`src/rtl/toggle_req_pkg.sv`:
```
// Shared types and constants for the toggle request generator and its gap counter.
package toggle_req_pkg;

    typedef enum logic [1:0] {
        ST_IDLE  = 2'd0,
        ST_PULSE = 2'd1,
        ST_GAP   = 2'd2,
        ST_DONE  = 2'd3
    } state_t;

    localparam int DEF_CNT_W  = 8;
    localparam int DEF_PER_W  = 8;
    localparam int MIN_PERIOD = 1;

endpackage

```
`src/rtl/toggle_gap_ctr.sv`:
```
// Loadable down-counter that times the idle cycles between consecutive toggle pulses.
module toggle_gap_ctr
    import toggle_req_pkg::*;
#(
    parameter int PER_W = DEF_PER_W
) (
    input  logic             clk,
    input  logic             reset,
    input  logic             i_load,
    input  logic [PER_W-1:0] i_load_val,
    input  logic             i_dec,
    output logic             o_is_one
);

    logic [PER_W-1:0] r_count;

    // Never steps below zero; the owner leaves GAP once the count reads one.
    always_ff @(posedge clk) begin
        if (reset) begin
            r_count <= '0;
        end else if (i_load) begin
            r_count <= i_load_val;
        end else if (i_dec && (r_count != '0)) begin
            r_count <= r_count - PER_W'(1);
        end
    end

    assign o_is_one = (r_count == PER_W'(1));

endmodule

```
`src/rtl/toggle_req_gen.sv`:
```
// Emits N single-cycle toggle requests P cycles apart and tracks the expected T flip-flop state.
// Build option: TOGGLE_REQ_GEN_CHECK_EN adds a sticky q_fb versus q_exp mismatch flag on err.
module toggle_req_gen
    import toggle_req_pkg::*;
#(
    parameter int CNT_W = DEF_CNT_W,
    parameter int PER_W = DEF_PER_W
) (
    input  logic             clk,
    input  logic             reset,
    input  logic             cmd_valid,
    output logic             cmd_ready,
    input  logic [CNT_W-1:0] cmd_count,
    input  logic [PER_W-1:0] cmd_period,
    input  logic             abort,
    output logic             t,
    output logic             busy,
    output logic             done,
    output logic             q_exp,
    input  logic             q_fb,
    output logic             err
);

    state_t           r_state;
    state_t           w_state_next;
    logic [CNT_W-1:0] r_pulses_left;
    logic [PER_W-1:0] r_period;
    logic [PER_W-1:0] w_period_eff;
    logic             r_q_exp;
    logic             w_accept;
    logic             w_last_pulse;
    logic             w_period_one;
    logic             w_gap_load;
    logic             w_gap_dec;
    logic             w_gap_is_one;

    // A zero period would never advance, so it is promoted to back-to-back pulses.
    assign w_period_eff = (cmd_period < PER_W'(MIN_PERIOD)) ? PER_W'(MIN_PERIOD) : cmd_period;
    assign w_accept     = cmd_valid && (r_state == ST_IDLE) && !abort;
    assign w_last_pulse = (r_pulses_left == CNT_W'(1));
    assign w_period_one = (r_period == PER_W'(MIN_PERIOD));
    assign w_gap_load   = (r_state == ST_PULSE);
    assign w_gap_dec    = (r_state == ST_GAP);

    toggle_gap_ctr #(
        .PER_W(PER_W)
    ) u_gap_ctr (
        .clk        (clk),
        .reset      (reset),
        .i_load     (w_gap_load),
        .i_load_val (r_period - PER_W'(1)),
        .i_dec      (w_gap_dec),
        .o_is_one   (w_gap_is_one)
    );

    always_ff @(posedge clk) begin
        if (reset) begin
            r_state <= ST_IDLE;
        end else begin
            r_state <= w_state_next;
        end
    end

    always_comb begin
        w_state_next = r_state;
        unique case (r_state)
            ST_IDLE: begin
                if (w_accept) begin
                    w_state_next = (cmd_count == '0) ? ST_DONE : ST_PULSE;
                end
            end
            ST_PULSE: begin
                if (abort) begin
                    w_state_next = ST_IDLE;
                end else if (w_last_pulse) begin
                    w_state_next = ST_DONE;
                end else if (!w_period_one) begin
                    w_state_next = ST_GAP;
                end
            end
            ST_GAP: begin
                if (abort) begin
                    w_state_next = ST_IDLE;
                end else if (w_gap_is_one) begin
                    w_state_next = ST_PULSE;
                end
            end
            ST_DONE: begin
                w_state_next = ST_IDLE;
            end
            default: begin
                w_state_next = ST_IDLE;
            end
        endcase
    end

    always_comb begin
        t         = (r_state == ST_PULSE);
        done      = (r_state == ST_DONE);
        cmd_ready = (r_state == ST_IDLE);
        busy      = (r_state != ST_IDLE);
    end

    // A pulse cycle always counts and toggles parity, even when abort arrives alongside it.
    always_ff @(posedge clk) begin
        if (reset) begin
            r_pulses_left <= '0;
            r_period      <= PER_W'(MIN_PERIOD);
            r_q_exp       <= 1'b0;
        end else begin
            if (w_accept) begin
                r_pulses_left <= cmd_count;
                r_period      <= w_period_eff;
            end
            if (r_state == ST_PULSE) begin
                r_pulses_left <= r_pulses_left - CNT_W'(1);
                r_q_exp       <= ~r_q_exp;
            end
        end
    end

    assign q_exp = r_q_exp;

`ifdef TOGGLE_REQ_GEN_CHECK_EN
    logic r_err;

    always_ff @(posedge clk) begin
        if (reset) begin
            r_err <= 1'b0;
        end else if (q_fb != r_q_exp) begin
            r_err <= 1'b1;
        end
    end

    assign err = r_err;
`else
    logic w_unused_q_fb;

    assign w_unused_q_fb = q_fb;
    assign err           = 1'b0;
`endif

endmodule

```
`config.mk`:
```
export PLATFORM = sky130hd
export DESIGN_NAME = toggle_req_gen
export DESIGN_NICKNAME = d
export VERILOG_FILES = /design/src/rtl/toggle_req_pkg.sv /design/src/rtl/toggle_gap_ctr.sv /design/src/rtl/toggle_req_gen.sv
export SDC_FILE = /design/constraint.sdc
export NUM_CORES = 1
export LEC_CHECK = 0
export CORE_MARGIN = 8
export CORE_UTILIZATION = 59
export CTS_BUF_LIST = sky130_fd_sc_hd__clkbuf_8
export CTS_CLUSTER_DIAMETER = 50
export CTS_CLUSTER_SIZE = 8
export DETAILED_ROUTE_END_ITERATION = 10
export PLACE_DENSITY = 0.87
export SYNTH_ARGS = -nofsm -noshare
export SYNTH_HDL_FRONTEND = slang
export SYNTH_SLANG_ARGS = --single-unit
```
`constraint.sdc`:
```
create_clock -name clk -period 3.8 [get_ports clk]
set_clock_uncertainty 0.2 [all_clocks]
set_input_delay 0.38 -clock clk [delete_from_list [all_inputs] [get_ports clk]]
set_output_delay 0.38 -clock clk [all_outputs]
set_load 0.01 [all_outputs]
```
==> impl_metrics.yaml, run 1 <==
run_status:
  status: "finished clean"
power_and_ir_drop:
  irDropWorstVdd_uv: 283
  seqPwrFrac_pct: 48.7
  swShare_pct: 32.1
  cellLeakagePower_nw: 0.679
  clock_power_share_pct: 23.0
  p_per_area_nw_per_um2: 365
  p_int_w: 0.000472
  p_sw_w: 0.000223
  p_comb_share_pct: 28.4
synthesis:
  synth-simple-area-share_pct: 28.4
  seq_area_frac_synth_pct: 33.3
  syn_nets: 235
  synth_top_family_by_area: "simple AND/OR/NAND/NOR gates"
  syn_inst: 208
  synth_top_area_share_pct: 33.3
  syn_area_um2: 1630
  synth_top_area_cell: "dfxtp_1"
  synthTopCellsByArea: "dfxtp_1 (33%), a21oi_1 (5.9%), nand2_1 (5.3%), ha_1 (4.6%), nor2_1 (4.2%)"
  syn_area_per_cell_um2: 7.81
  synth_fa_ha_area_share_pct: 4.62
  ys_warn_count: 0
  synth_seq_cells: 27
  synth_compound_area_share_pct: 22.9
  synthFlopType: "dfxtp_1"
  synth_mux_area_share_pct: 2.62
  synth_edf_count: 0
  synth_xor_area_share_pct: 2.69
  ys_async_sr_fraction_pct: 0
  ys_types: 50
grt:
  grt_pass1_vias: 1529
  grt_antenna_before_repair: 0
  grt_pass1_wl_um: 6820
  grtUsageTotal_pct: 18.4
  grt_max_degree: 30
  grt_remaining_overflow: 0
drt:
  wl_per_cell_um: 15.1
  drtAntennaViolNets: 0
  drcViolationCount: 0
  vias: 1620
  routed_wirelength_um: 3890
  dr.pass1.iters: 4
  drt_iter0_markers: 152
  viasPerCell: 6.30
cts:
  cts_sinks: 27
  insertion_delay_ns: 0.27
  cts_max_level: 1
  ctsHoldBuffers: 0
  cts-buffers-inserted: 3
  cts_buffer_depth: 2
  cts_tree: "done"
  cts_setup_buffers: 0
  clkTransAtPathRegs_ns: 0.09
  cts_resized: 0
  root_buffer: "clkbuf_8"
sta:
  relSlewSlack_pct: 30.7
  drv_slew: 0
  fmax_mhz: 350
  finalSetupTns_ns: 0
  tightest_slew_ns: 1.04
  rsz0062_at_grt: "no"
  fin_crit_sh_pct: 75.2
  period_needed_ns: 2.86
  finalHoldViolCount: 0
  setup_viol: 0
worst_setup_path:
  arrival_ns: 2.28
  crit_path_start_kind: "register"
  crit_fanout: 17
  crit_required_ns: 3.22
  crit_path_end_kind: "output pin"
  critPathKind: "reg -> out"
floorplan:
  core-area_um2: 2690
  die_h_um: 68.5
  initial_core_util_pct: 60.5
  rows: 19
  ios: 27
  die_area_um2: 4690
  fp.dieW_um: 68.5
placement:
  place_congestion: 0.814
  port_buffers: 24
  placedCellCount: 253
  place_hpwl_um: 2890
cells_and_area:
  nNetsFinal: 254
  final_common_cell: "dfxtp_1"
  diodes: 0
  drive_gt1_share_pct: 5.75
  syn2layout_area_growth_pct: 17.4
  fin_cells: 257
  final_cell_mix: "dfxtp_1 (27), clkdlybuf4s50_1 (24), nand2_1 (23)"
  nFillCells: 224
worst_hold_path:
  min_path_type: "reg -> reg"
flow_run:
  drv_cap: 0
-- path summary, 6_finish.rpt --
kind | cells past startpoint | slack (ns) | to | startpoint
worst max register to register | 5 | 1.45 | r_pulses_left[5]$_SDFFE_PP0P_ | r_state[0]$_SDFFE_PP0P_
worst min register to register | 2 | 0.29 | r_pulses_left[1]$_SDFFE_PP0P_ | r_pulses_left[1]$_SDFFE_PP0P_
worst min-delay path | 2 | 0.29 | r_pulses_left[1]$_SDFFE_PP0P_ | r_pulses_left[1]$_SDFFE_PP0P_
worst max-delay path | 3 | 0.94 | t | r_state[0]$_SDFFE_PP0P_
-- per-stage QoR --
step           utilization (%)  setup slack (ns)  total power (W)  instance area, um^2  hold slack (ns)
4_1_cts                   71.0             0.958         0.000695                 1910            0.298
3_3_place_gp              69.4              1.29         0.000528                 1860            0.267
6_report                  71.0             0.942         0.000696                 1910            0.295
3_5_place_dp              69.4              1.27         0.000538                 1860            0.284
2_1_floorplan                -              2.00         0.000474                 1630            0.254
5_1_grt                   71.0             0.713         0.000737                 1910            0.319
-- power groups by stage --
stage / combinational, W / clock [W] / sequential, W
floorplan: 0.000140 / 0 / 0.000334
global placement: 0.000187 / 0 / 0.000341
detailed placement: 0.000194 / 0 / 0.000344
CTS: 0.000196 / 0.000162 / 0.000338
global route: 0.000221 / 0.000172 / 0.000344
finish: 0.000197 / 0.000160 / 0.000339
-- cells by family (layout without fill, tap and decap cells) --
group,count (synthesis),count (layout)
AND/OR/NAND/NOR,87,87
AO/OA/AOI/OAI,57,57
flip-flops,27,27
buffers and inverters,21,39
adder cells (fa/ha/maj),6,6
XOR/XNOR,5,5
multiplexers,4,4
other,1,1
-- cells in the mapped netlist (3+ instances only) --
master    instances
xnor2_1           4
nor4_1            4
o211ai_1          3
o21ai_0           5
buf_2             3
a21oi_1          19
clkbuf_1          7
ha_1              6
inv_1             9
o31ai_1           3
nor2_1           18
nand2b_1          3
dfxtp_1          27
nand4_1           3
nor3_1           10
or3_1             4
nand2_1          23
a31oi_1          10
nand3_1           6
-- sequential cells by signal (all words and copies together) (netlist names) --
register and cells:
r_state 2, r_pulses_left 8, u_gap_ctr.r_count 8, q_exp 1
r_period 8
-- layer usage --
layer  GRT usage (%)  routed length (um)  share of wire (%)  vias to the layer above
met5               0                   0                  0                        -
met4            6.39                  65                1.7                        0
met3            4.26                 231                5.9                        7
met2            29.5                1870                 48                       62
met1            23.5                1720                 44                      759
li1                -                   -                  -                      792
-- cell type report --
class	count	area [um^2]	share of cell area [%]
repair buffers	25	248	13.0
inverters	10	37.5	1.97
multi-input cells	160	998	52.3
clock buffers	3	41.3	2.16
flip-flops and latches	27	541	28.3
well taps	31	38.8	2.03
clock inverters	1	3.75	0.197
-- critical path: stages (launching register included) --
cell	delay, ns
dfxtp_1	0.67
nand2b_1	0.39
inv_2	0.34
clkdlybuf4s50_1	0.60
Note: power is estimated with default switching activity, not from simulation.
==> inputs of run 2 (changes only) <==
--- a/config.mk
+++ b/config.mk
@@ -6,12 +6,12 @@
 export NUM_CORES = 1
 export LEC_CHECK = 0
 export CORE_MARGIN = 8
-export CORE_UTILIZATION = 59
+export CORE_UTILIZATION = 55
 export CTS_BUF_LIST = sky130_fd_sc_hd__clkbuf_8
 export CTS_CLUSTER_DIAMETER = 50
 export CTS_CLUSTER_SIZE = 8
 export DETAILED_ROUTE_END_ITERATION = 10
-export PLACE_DENSITY = 0.87
+export PLACE_DENSITY = 0.82
 export SYNTH_ARGS = -nofsm -noshare
 export SYNTH_HDL_FRONTEND = slang
 export SYNTH_SLANG_ARGS = --single-unit
==> constraint.sdc (replaced) <==
create_clock -name clk -period 2.8 [get_ports clk]
set_clock_uncertainty 0.2 [all_clocks]
set_input_delay 0.28 -clock clk [delete_from_list [all_inputs] [get_ports clk]]
set_output_delay 0.28 -clock clk [all_outputs]
set_load 0.01 [all_outputs]
==> run 2 against run 1 <==
Net effect:
- final area rose by 0.79%
- combinational power grew 36%
- global-route usage decreased by 2.3 points
- critical endpoint unchanged
- largest cell class unchanged
- largest power group unchanged
==> impl_metrics.yaml, run 2 (synthesis results as in run 1) <==
worst_setup_path:
  crit_required_ns: 2.32
  worstRegToRegCells: 4
  r2r_setup_slack_ns: 0.61
  crit_path_start_kind: "register"
  crit_path_end_kind: "output pin"
  critPathKind: "reg -> out"
  crit_fanout: 17
  arrival_ns: 2.00
  r2r-end: "u_gap_ctr.r_count[7]$_SDFFE_PP0P_"
  r2r_start: "r_state[1]$_SDFFE_PP0P_"
sta:
  timing.hold.ws_ns: 0.287
  relSlewSlack_pct: 58.6
  fmax_mhz: 403
  rsz0062_at_grt: "no"
  finalHoldViolCount: 0
  setup_viol: 0
  fin_crit_sh_pct: 88.7
  tightest_slew_ns: 0.620
  finalSetupTns_ns: 0
  drv_slew: 0
  period_needed_ns: 2.48
cells_and_area:
  syn2layout_area_growth_pct: 18.3
  final_common_cell: "dfxtp_1"
  nNetsFinal: 256
  final_cell_mix: "dfxtp_1 (27), clkdlybuf4s50_1 (24), nand2_1 (23)"
  finish.utilization_pct: 69.1
  reg.largest.list: "r_period: 8 flops, r_pulses_left: 8 flops, u_gap_ctr.r_count: 8 flops"
  drive_gt1_share_pct: 6.58
  diodes: 0
power_and_ir_drop:
  irDropWorstVdd_uv: 361
  p_per_area_nw_per_um2: 491
  cellLeakagePower_nw: 0.689
  p_comb_share_pct: 28.4
  seqPwrFrac_pct: 48.6
  clock_power_share_pct: 23.0
  p_total_w: 0.000943
  p_int_w: 0.000643
  swShare_pct: 31.9
  p_sw_w: 0.000301
drt:
  routed_wirelength_um: 3940
  drtAntennaViolNets: 0
  wl_per_cell_um: 15.2
  m1WireLength_um: 1820
  viasPerCell: 6.12
  highest_layer: "met4"
  dr.pass1.iters: 4
  wl_met2_um: 1870
  drcViolationCount: 0
  dr_wl_met3_um: 199
  drt_iter0_markers: 127
  vias: 1585
run_status:
  status: "finished clean"
floorplan:
  die_h_um: 70.4
  ios: 27
  die_area_um2: 4950
  rows: 19
  fp.dieW_um: 70.4
  initial_core_util_pct: 58.4
  core-area_um2: 2780
worst_hold_path:
  hold_depth: 2
  hold_end: "r_pulses_left[6]$_SDFFE_PP0P_"
  min_path_type: "reg -> reg"
  worstHoldStart: "r_pulses_left[6]$_SDFFE_PP0P_"
grt:
  grt_max_degree: 30
  grt_pass1_vias: 1576
  grt_pass1_wl_um: 6810
  grtUsageTotal_pct: 16.1
  grt_remaining_overflow: 0
  grt_antenna_before_repair: 0
cts:
  cts_setup_buffers: 0
  cts-buffers-inserted: 3
  cts_sinks: 27
  ctsHoldBuffers: 0
  root_buffer: "clkbuf_8"
  cts_max_level: 1
  insertion_delay_ns: 0.27
  cts_tree: "done"
  clkTransAtPathRegs_ns: 0.09
  cts_resized: 0
  cts_buffer_depth: 2
placement:
  place_congestion: 0.879
  port_buffers: 24
  place_hpwl_um: 2940
flow_run:
  drv_cap: 0
==> run 2: cell count changes in the layout (fill, tap and decap cells not counted) <==
cell	change
buf_4	+2
==> run 2: how the worst max path moves through the flow <==
stage,start,endpoint,slack [ns]
finish,r_state[0]$_SDFFE_PP0P_,t,0.32
detailed placement,r_state[0]$_SDFFE_PP0P_,t,0.64
global placement,r_state[0]$_SDFFE_PP0P_,t,0.66
CTS,r_state[0]$_SDFFE_PP0P_,t,0.34
floorplan,r_state[1]$_SDFFE_PP0P_,r_pulses_left[7]$_SDFFE_PP0P_,1.0
global route,r_state[0]$_SDFFE_PP0P_,t,0.17
==> run 2: per-layer routing <==
layer	vias up	global-route usage [%]
li1	803	-
met1	739	20.1
met2	36	26.1
met3	7	4.24
met4	0	5.13
met5	-	0
==> run 2: area by class of cell <==
cell class | instances | area (um^2)
clock buffer | 3 | 41.3
clock inverter | 1 | 3.75
fill | 241 | 858
inverter | 10 | 37.5
multi-input combinational | 160 | 998
sequential | 27 | 541
tap | 31 | 38.8
timing repair buffer | 27 | 263
==> run 2: metrics by stage <==
step	area (um^2)	std cells	setup slack, ns
after detailed placement	1880	255	0.639
after global placement	1880	255	0.659
final	1920	259	0.317
after global routing	1920	259	0.166
after CTS	1920	259	0.339
after floorplan	1630	208	0.999
==> run 2: power groups by stage <==
stage          Sequential, W  Clock (W)  Combinational (W)
2_1_floorplan       0.000453          0           0.000190
3_3_place_gp        0.000463          0           0.000256
3_5_place_dp        0.000466          0           0.000266
4_1_cts             0.000457   0.000220           0.000268
5_1_grt             0.000465   0.000235           0.000300
6_report            0.000458   0.000217           0.000268
==> run 2: worst max-delay path: stages (launching register included) <==
cell and delay (ns):
dfxtp_1 0.70, nand2b_1 0.16, inv_2 0.26, clkdlybuf4s50_1 0.60
